$ cat src/rtl/muldiv_sequencer_if.sv
// muldiv_sequencer_if: start/operand and result bundle between the decoder
// side (master) and the iterative multiply/divide unit (slave).
interface muldiv_sequencer_if #(
  parameter int WIDTH = 32
);
  logic             start;
  logic             op;
  logic [WIDTH-1:0] a;
  logic [WIDTH-1:0] b;
  logic             busy;
  logic             stall;
  logic             done;
  logic             div_by_zero;
  logic [WIDTH-1:0] hi;
  logic [WIDTH-1:0] lo;

  modport master (
    output start, op, a, b,
    input  busy, stall, done, div_by_zero, hi, lo
  );

  modport slave (
    input  start, op, a, b,
    output busy, stall, done, div_by_zero, hi, lo
  );
endinterface

$ cat src/rtl/muldiv_sequencer.sv
// muldiv_sequencer: iterative MULTU/DIVU unit owning the HI/LO registers.
// One shift-add (multiply) or restoring trial-subtract (divide) step per
// cycle; hi/lo change only on the commit edge.
// Optional macro MULDIV_EARLY_OUT_EN: MULTU finishes as soon as the
// remaining multiplier bits are all zero.
module muldiv_sequencer #(
  parameter int WIDTH = 32
) (
  input logic              clk,
  input logic              rst,
  muldiv_sequencer_if.slave bus
);
  localparam int CW = (WIDTH > 1) ? $clog2(WIDTH) : 1;

  typedef enum logic [1:0] {IDLE, CALC, DONE} state_t;

  state_t               state, state_nxt;
  logic                 accept, commit, last;

  logic                 op_q;
  logic [CW-1:0]        cnt;
  logic [2*WIDTH-1:0]   acc, mcand;
  logic [WIDTH-1:0]     mplier;
  logic [WIDTH-1:0]     rem, quot, divisor;
  logic [WIDTH-1:0]     hi_q, lo_q;
  logic                 dbz_q;

  logic [2*WIDTH-1:0]   acc_nxt, mcand_nxt;
  logic [WIDTH-1:0]     mplier_nxt;
  logic [WIDTH:0]       trial, diff;
  logic [WIDTH-1:0]     rem_nxt, quot_nxt;

  // One iteration of both datapaths; op_q selects which result commits.
  // The remainder register keeps only WIDTH bits: the extra trial bit is
  // rebuilt each step from rem's MSB, and a set trial MSB always means the
  // subtraction cannot go negative (keeps divide-by-zero yielding all ones).
  always_comb begin
    acc_nxt    = mplier[0] ? acc + mcand : acc;
    mcand_nxt  = mcand << 1;
    mplier_nxt = mplier >> 1;
    trial      = {rem, quot[WIDTH-1]};
    diff       = trial - {1'b0, divisor};
    if (trial[WIDTH] || !diff[WIDTH]) begin
      rem_nxt  = diff[WIDTH-1:0];
      quot_nxt = {quot[WIDTH-2:0], 1'b1};
    end else begin
      rem_nxt  = trial[WIDTH-1:0];
      quot_nxt = {quot[WIDTH-2:0], 1'b0};
    end
`ifdef MULDIV_EARLY_OUT_EN
    last = (cnt == CW'(WIDTH - 1)) || (!op_q && (mplier_nxt == '0));
`else
    last = (cnt == CW'(WIDTH - 1));
`endif
  end

  // State register.
  always_ff @(posedge clk) begin
    if (rst) state <= IDLE;
    else     state <= state_nxt;
  end

  // Next-state and launch/commit strobes.
  always_comb begin
    state_nxt = state;
    accept    = 1'b0;
    commit    = 1'b0;
    case (state)
      IDLE: begin
        if (bus.start) begin
          accept    = 1'b1;
          state_nxt = CALC;
        end
      end
      CALC: begin
        if (last) begin
          commit    = 1'b1;
          state_nxt = DONE;
        end
      end
      DONE: begin
        if (bus.start) begin
          accept    = 1'b1;
          state_nxt = CALC;
        end else begin
          state_nxt = IDLE;
        end
      end
      default: state_nxt = IDLE;
    endcase
  end

  // Operand latch and per-cycle iteration.
  always_ff @(posedge clk) begin
    if (rst) begin
      op_q    <= 1'b0;
      cnt     <= '0;
      acc     <= '0;
      mcand   <= '0;
      mplier  <= '0;
      rem     <= '0;
      quot    <= '0;
      divisor <= '0;
    end else if (accept) begin
      op_q    <= bus.op;
      cnt     <= '0;
      acc     <= '0;
      mcand   <= {{WIDTH{1'b0}}, bus.a};
      mplier  <= bus.b;
      rem     <= '0;
      quot    <= bus.a;
      divisor <= bus.b;
    end else if (state == CALC) begin
      cnt     <= cnt + CW'(1);
      acc     <= acc_nxt;
      mcand   <= mcand_nxt;
      mplier  <= mplier_nxt;
      rem     <= rem_nxt;
      quot    <= quot_nxt;
    end
  end

  // Architectural HI/LO, written only on the final iteration.
  always_ff @(posedge clk) begin
    if (rst) begin
      hi_q  <= '0;
      lo_q  <= '0;
      dbz_q <= 1'b0;
    end else if (commit) begin
      if (op_q) begin
        hi_q <= rem_nxt;
        lo_q <= quot_nxt;
      end else begin
        hi_q <= acc_nxt[2*WIDTH-1:WIDTH];
        lo_q <= acc_nxt[WIDTH-1:0];
      end
      dbz_q <= op_q && (divisor == '0);
    end
  end

  assign bus.busy        = (state == CALC);
  assign bus.stall       = (state == CALC);
  assign bus.done        = (state == DONE);
  assign bus.div_by_zero = (state == DONE) && dbz_q;
  assign bus.hi          = hi_q;
  assign bus.lo          = lo_q;
endmodule

$ cat src/flat_wrapper.sv
// flat-port wrapper written by rule: the top's interface ports become plain ports
module muldiv_sequencer_flat 
#(
  parameter int WIDTH = 32
)
  (clk, rst, bus_start, bus_op, bus_a, bus_b, bus_busy, bus_stall, bus_done, bus_div_by_zero, bus_hi, bus_lo);
  muldiv_sequencer_if #(.WIDTH(WIDTH)) bus_i ();
  input logic clk;
  input logic rst;
  input wire logic [$bits(bus_i.start)-1:0] bus_start;
  input wire logic [$bits(bus_i.op)-1:0] bus_op;
  input wire logic [$bits(bus_i.a)-1:0] bus_a;
  input wire logic [$bits(bus_i.b)-1:0] bus_b;
  output wire logic [$bits(bus_i.busy)-1:0] bus_busy;
  output wire logic [$bits(bus_i.stall)-1:0] bus_stall;
  output wire logic [$bits(bus_i.done)-1:0] bus_done;
  output wire logic [$bits(bus_i.div_by_zero)-1:0] bus_div_by_zero;
  output wire logic [$bits(bus_i.hi)-1:0] bus_hi;
  output wire logic [$bits(bus_i.lo)-1:0] bus_lo;
  assign bus_i.start = bus_start;
  assign bus_i.op = bus_op;
  assign bus_i.a = bus_a;
  assign bus_i.b = bus_b;
  assign bus_busy = bus_i.busy;
  assign bus_stall = bus_i.stall;
  assign bus_done = bus_i.done;
  assign bus_div_by_zero = bus_i.div_by_zero;
  assign bus_hi = bus_i.hi;
  assign bus_lo = bus_i.lo;
  muldiv_sequencer #(.WIDTH(WIDTH)) u_core (.clk(clk), .rst(rst), .bus(bus_i));
endmodule
$ cat config.mk
export PLATFORM = sky130hd
export DESIGN_NAME = muldiv_sequencer_flat
export DESIGN_NICKNAME = d
export VERILOG_FILES = /design/src/rtl/muldiv_sequencer_if.sv /design/src/rtl/muldiv_sequencer.sv /design/src/flat_wrapper.sv
export SDC_FILE = /design/constraint.sdc
export NUM_CORES = 1
export LEC_CHECK = 0
export CAP_MARGIN = 20
export CORE_ASPECT_RATIO = 0.8
export CORE_MARGIN = 2
export CORE_UTILIZATION = 60
export DETAILED_ROUTE_END_ITERATION = 8
export HOLD_SLACK_MARGIN = 0.08
export PLACE_DENSITY_LB_ADDON = 0.05
export SLEW_MARGIN = 20
export SYNTH_ARGS = -nofsm -noshare
export SYNTH_HDL_FRONTEND = slang
export SYNTH_SLANG_ARGS = --single-unit
$ cat constraint.sdc
create_clock -name clk -period 3.8 [get_ports clk]
set_input_delay 0.76 -clock clk [delete_from_list [all_inputs] [get_ports clk]]
set_output_delay 0.76 -clock clk [all_outputs]
set_load 0.05 [all_outputs]
==> flow_metrics.tcl <==
set metrics [dict create \
    p_per_area_mw_per_mm2 419 \
    chipHeight_um 163 \
    crit_path_end_kind "flip-flop" \
    drc 0 \
    crit_slowest_cell "o41a_1" \
    fin_crit_sh_pct 94.9 \
    start_kind "flip-flop" \
    insertion_delay_ps 560 \
    layout-drive-gt1-share_pct 5.14 \
    clk_pin_slew_ps 60 \
    gp_congestion 1.03 \
    slew_violations 0 \
    htree_levels 2 \
    path_cells "ha_1 > fa_1 > a21oi_1 > o211ai_1 > a21oi_1 > o31ai_2 > a221oi_2 > buf_4 > o41a_1 > o211ai_1 > xor2_1 > nor2_1 > nor4_1" \
    path_max_fanout 7 \
    crit_family "compound AO/OA/AOI/OAI gates" \
    ys_ff_latch 329 \
    via_per_inst 6.29 \
    antenna_found_initial 0 \
    drtIter0Drc 1761 \
    syn_avg_cell_area_um2 7.61 \
    track_usage_pct 35.1 \
    synth_flop_cell "dfxtp_1" \
    drtPass1Iterations 8 \
    max_freq_mhz 277 \
    rows 58 \
    setup_viol 0 \
    synth_edf_count 0 \
    layout.nets 2693 \
    synth_seq_area_share_pct 34.8 \
    dp_hpwl_um 42000 \
    hp-class "reg2reg" \
    clockBufferDepth 3 \
    p_total_mw 9.05 \
    grt_overflow 0 \
    ioPinCount 136 \
    worst_pin_slew_ps 1130 \
    cp.required_ps 4230 \
    ys_warn_count 0 \
    leakage_nw 8.10 \
    drtAntennaViolNets 0 \
    cts.repair.resized 0 \
    status "finished clean" \
    synth_fp_nets 2656 \
    finalHoldViolCount 0 \
    slew_headroom_pct 24.7 \
    rsz0062_at_grt "no" \
    cts-buffers-inserted 34 \
    worst_clock_skew_ps 34.1 \
    arrival_ps 4030 \
    wl_per_cell_um 19.9 \
    grt_pass1_vias 17500 \
    slowest_delay_ps 530 \
    initial_core_util_pct 60.6 \
    yosys.cell_types.count 94 \
    cts_hold_buf 0 \
    port_buffers 135 \
    clkSinkCount 329 \
    syn_inst 2489 \
    cts-root-buf "clkbuf_16" \
    core_mm2 0.0313 \
    dr_total_vias 18700 \
    totalWireLength_um 59100 \
    die_w_um 203 \
    critPathKind "reg2reg" \
    final_cell_mix "nand2_1, dfxtp_1, a21oi_1, nor2_1, clkdlybuf4s50_1" \
    syn_to_final_growth_pct 13.8 \
    n_antenna_cell 0 \
    ir_drop_v 0.000318 \
    nFillCells 2646 \
    max_cap_violations 0 \
    postCtsSetupRepairBufs 0 \
    crit_buf_inv 1 \
    async_flop_share_pct 0 \
    cts_tree "done" \
    final_common_cell "nand2_1" \
    synthesis.area_mm2 0.0190 \
    dieArea_mm2 0.0330 \
    grt_max_degree 105 \
    fin_setup_tns_ps 0 \
    min_period_ps 3600 \
    grt_pass1_wl_um 93400 \
]
[through the flow]
stage	instance area [um^2]	setup slack (ps)	hold slack [ps]	instances	utilization, %
3_3_place_gp	20400	381	438	2910	65.4
3_5_place_dp	20400	283	444	2910	65.4
6_report	21600	196	452	2971	69.0
5_1_grt	21600	12.2	480	2971	69.0
2_1_floorplan	19000	727	427	2489	-
4_1_cts	21600	229	452	2971	69.0
[routing by layer]
metal / global-route usage, % / routed length (um)
met3: 5.28 / 4610
met2: 56.6 / 26400
met4: 12.4 / 1960
met5: 0 / 0
met1: 48.1 / 26100
[path summary, 6_finish.rpt]
check,endpoint,slack [ps],cells after the start,startpoint
min reg2reg,u_core.bus.lo[3],450,2,u_core.bus.lo[3]
max reg2reg,u_core.bus.hi[24],200,13,u_core.mcand[0]
max,u_core.bus.hi[24],200,13,u_core.mcand[0]
min,u_core.bus.lo[3],450,2,u_core.bus.lo[3]
[final cells by class]
class	count	area (um^2)	area share, %
clock buffers	50	1020	4.74
inverters	65	251	1.17
well taps	420	526	2.44
flip-flops and latches	329	6590	30.6
clock inverters	11	109	0.505
multi-input cells	1931	11500	53.3
repair buffers	165	1590	7.35
[cell usage after synthesis, types with 5 or more instances]
master,number,area [um^2]
o21bai_1,18,135
o21a_1,19,143
a22oi_1,5,37.5
o22ai_1,7,43.8
o21ai_0,90,450
nor2b_1,20,125
a21o_1,48,360
nor4_1,11,68.8
o21ai_1,27,135
nor3_1,36,180
and2_1,12,75.1
nand3_1,30,150
a22o_1,17,149
nand2_1,547,2050
o221ai_1,8,70.1
or3_1,6,37.5
and4_1,5,43.8
xor2_1,30,263
dfxtp_1,329,6590
buf_1,8,30.0
inv_1,62,233
a21oi_1,265,1330
nand2b_1,16,100
a211o_1,7,61.3
and3_1,15,93.8
buf_2,11,55.1
xnor2_1,47,412
a31oi_1,110,688
mux2i_1,55,551
ha_1,97,1210
o31ai_1,9,67.6
o211ai_1,19,143
clkbuf_1,139,522
nor2_1,162,608
nand4_1,31,194
a211oi_1,64,480
nand3b_1,8,60.1
[power breakdown]
part	switching (mW)	internal, mW
Clock	1.47	1.95
Sequential	0.135	3.59
Combinational	1.21	0.695
[cell families after synthesis]
| group | Yosys count | share of synthesized area [%] |
|---|---|---|
| muxes | 60 | 3.20 |
| AOI/OAI and AO/OA | 775 | 26.1 |
| and+or+nand+nor | 919 | 20.9 |
| adders and majority gates | 99 | 6.62 |
| xor gates and xnor gates | 78 | 3.64 |
| buffers and inverters | 229 | 4.79 |
| DFF | 329 | 34.8 |
[flip-flops by register name, indices dropped and copies added, names as in the netlist]
register,count
u_core.cnt,5
u_core.bus.lo,32
u_core.state,2
u_core.rem,32
u_core.dbz_q,1
u_core.divisor,32
u_core.bus.hi,32
u_core.mcand,64
u_core.op_q,1
u_core.acc,64
u_core.quot,32
u_core.mplier,32
[worst reg2reg max path: stages (launching register included)]
cell	delay, ps
dfxtp_1	360
ha_1	230
fa_1	240
a21oi_1	120
o211ai_1	280
a21oi_1	170
o31ai_2	460
a221oi_2	100
buf_4	200
o41a_1	530
o211ai_1	350
xor2_1	210
nor2_1	50
nor4_1	180
Note: power is estimated with default switching activity, not from simulation.
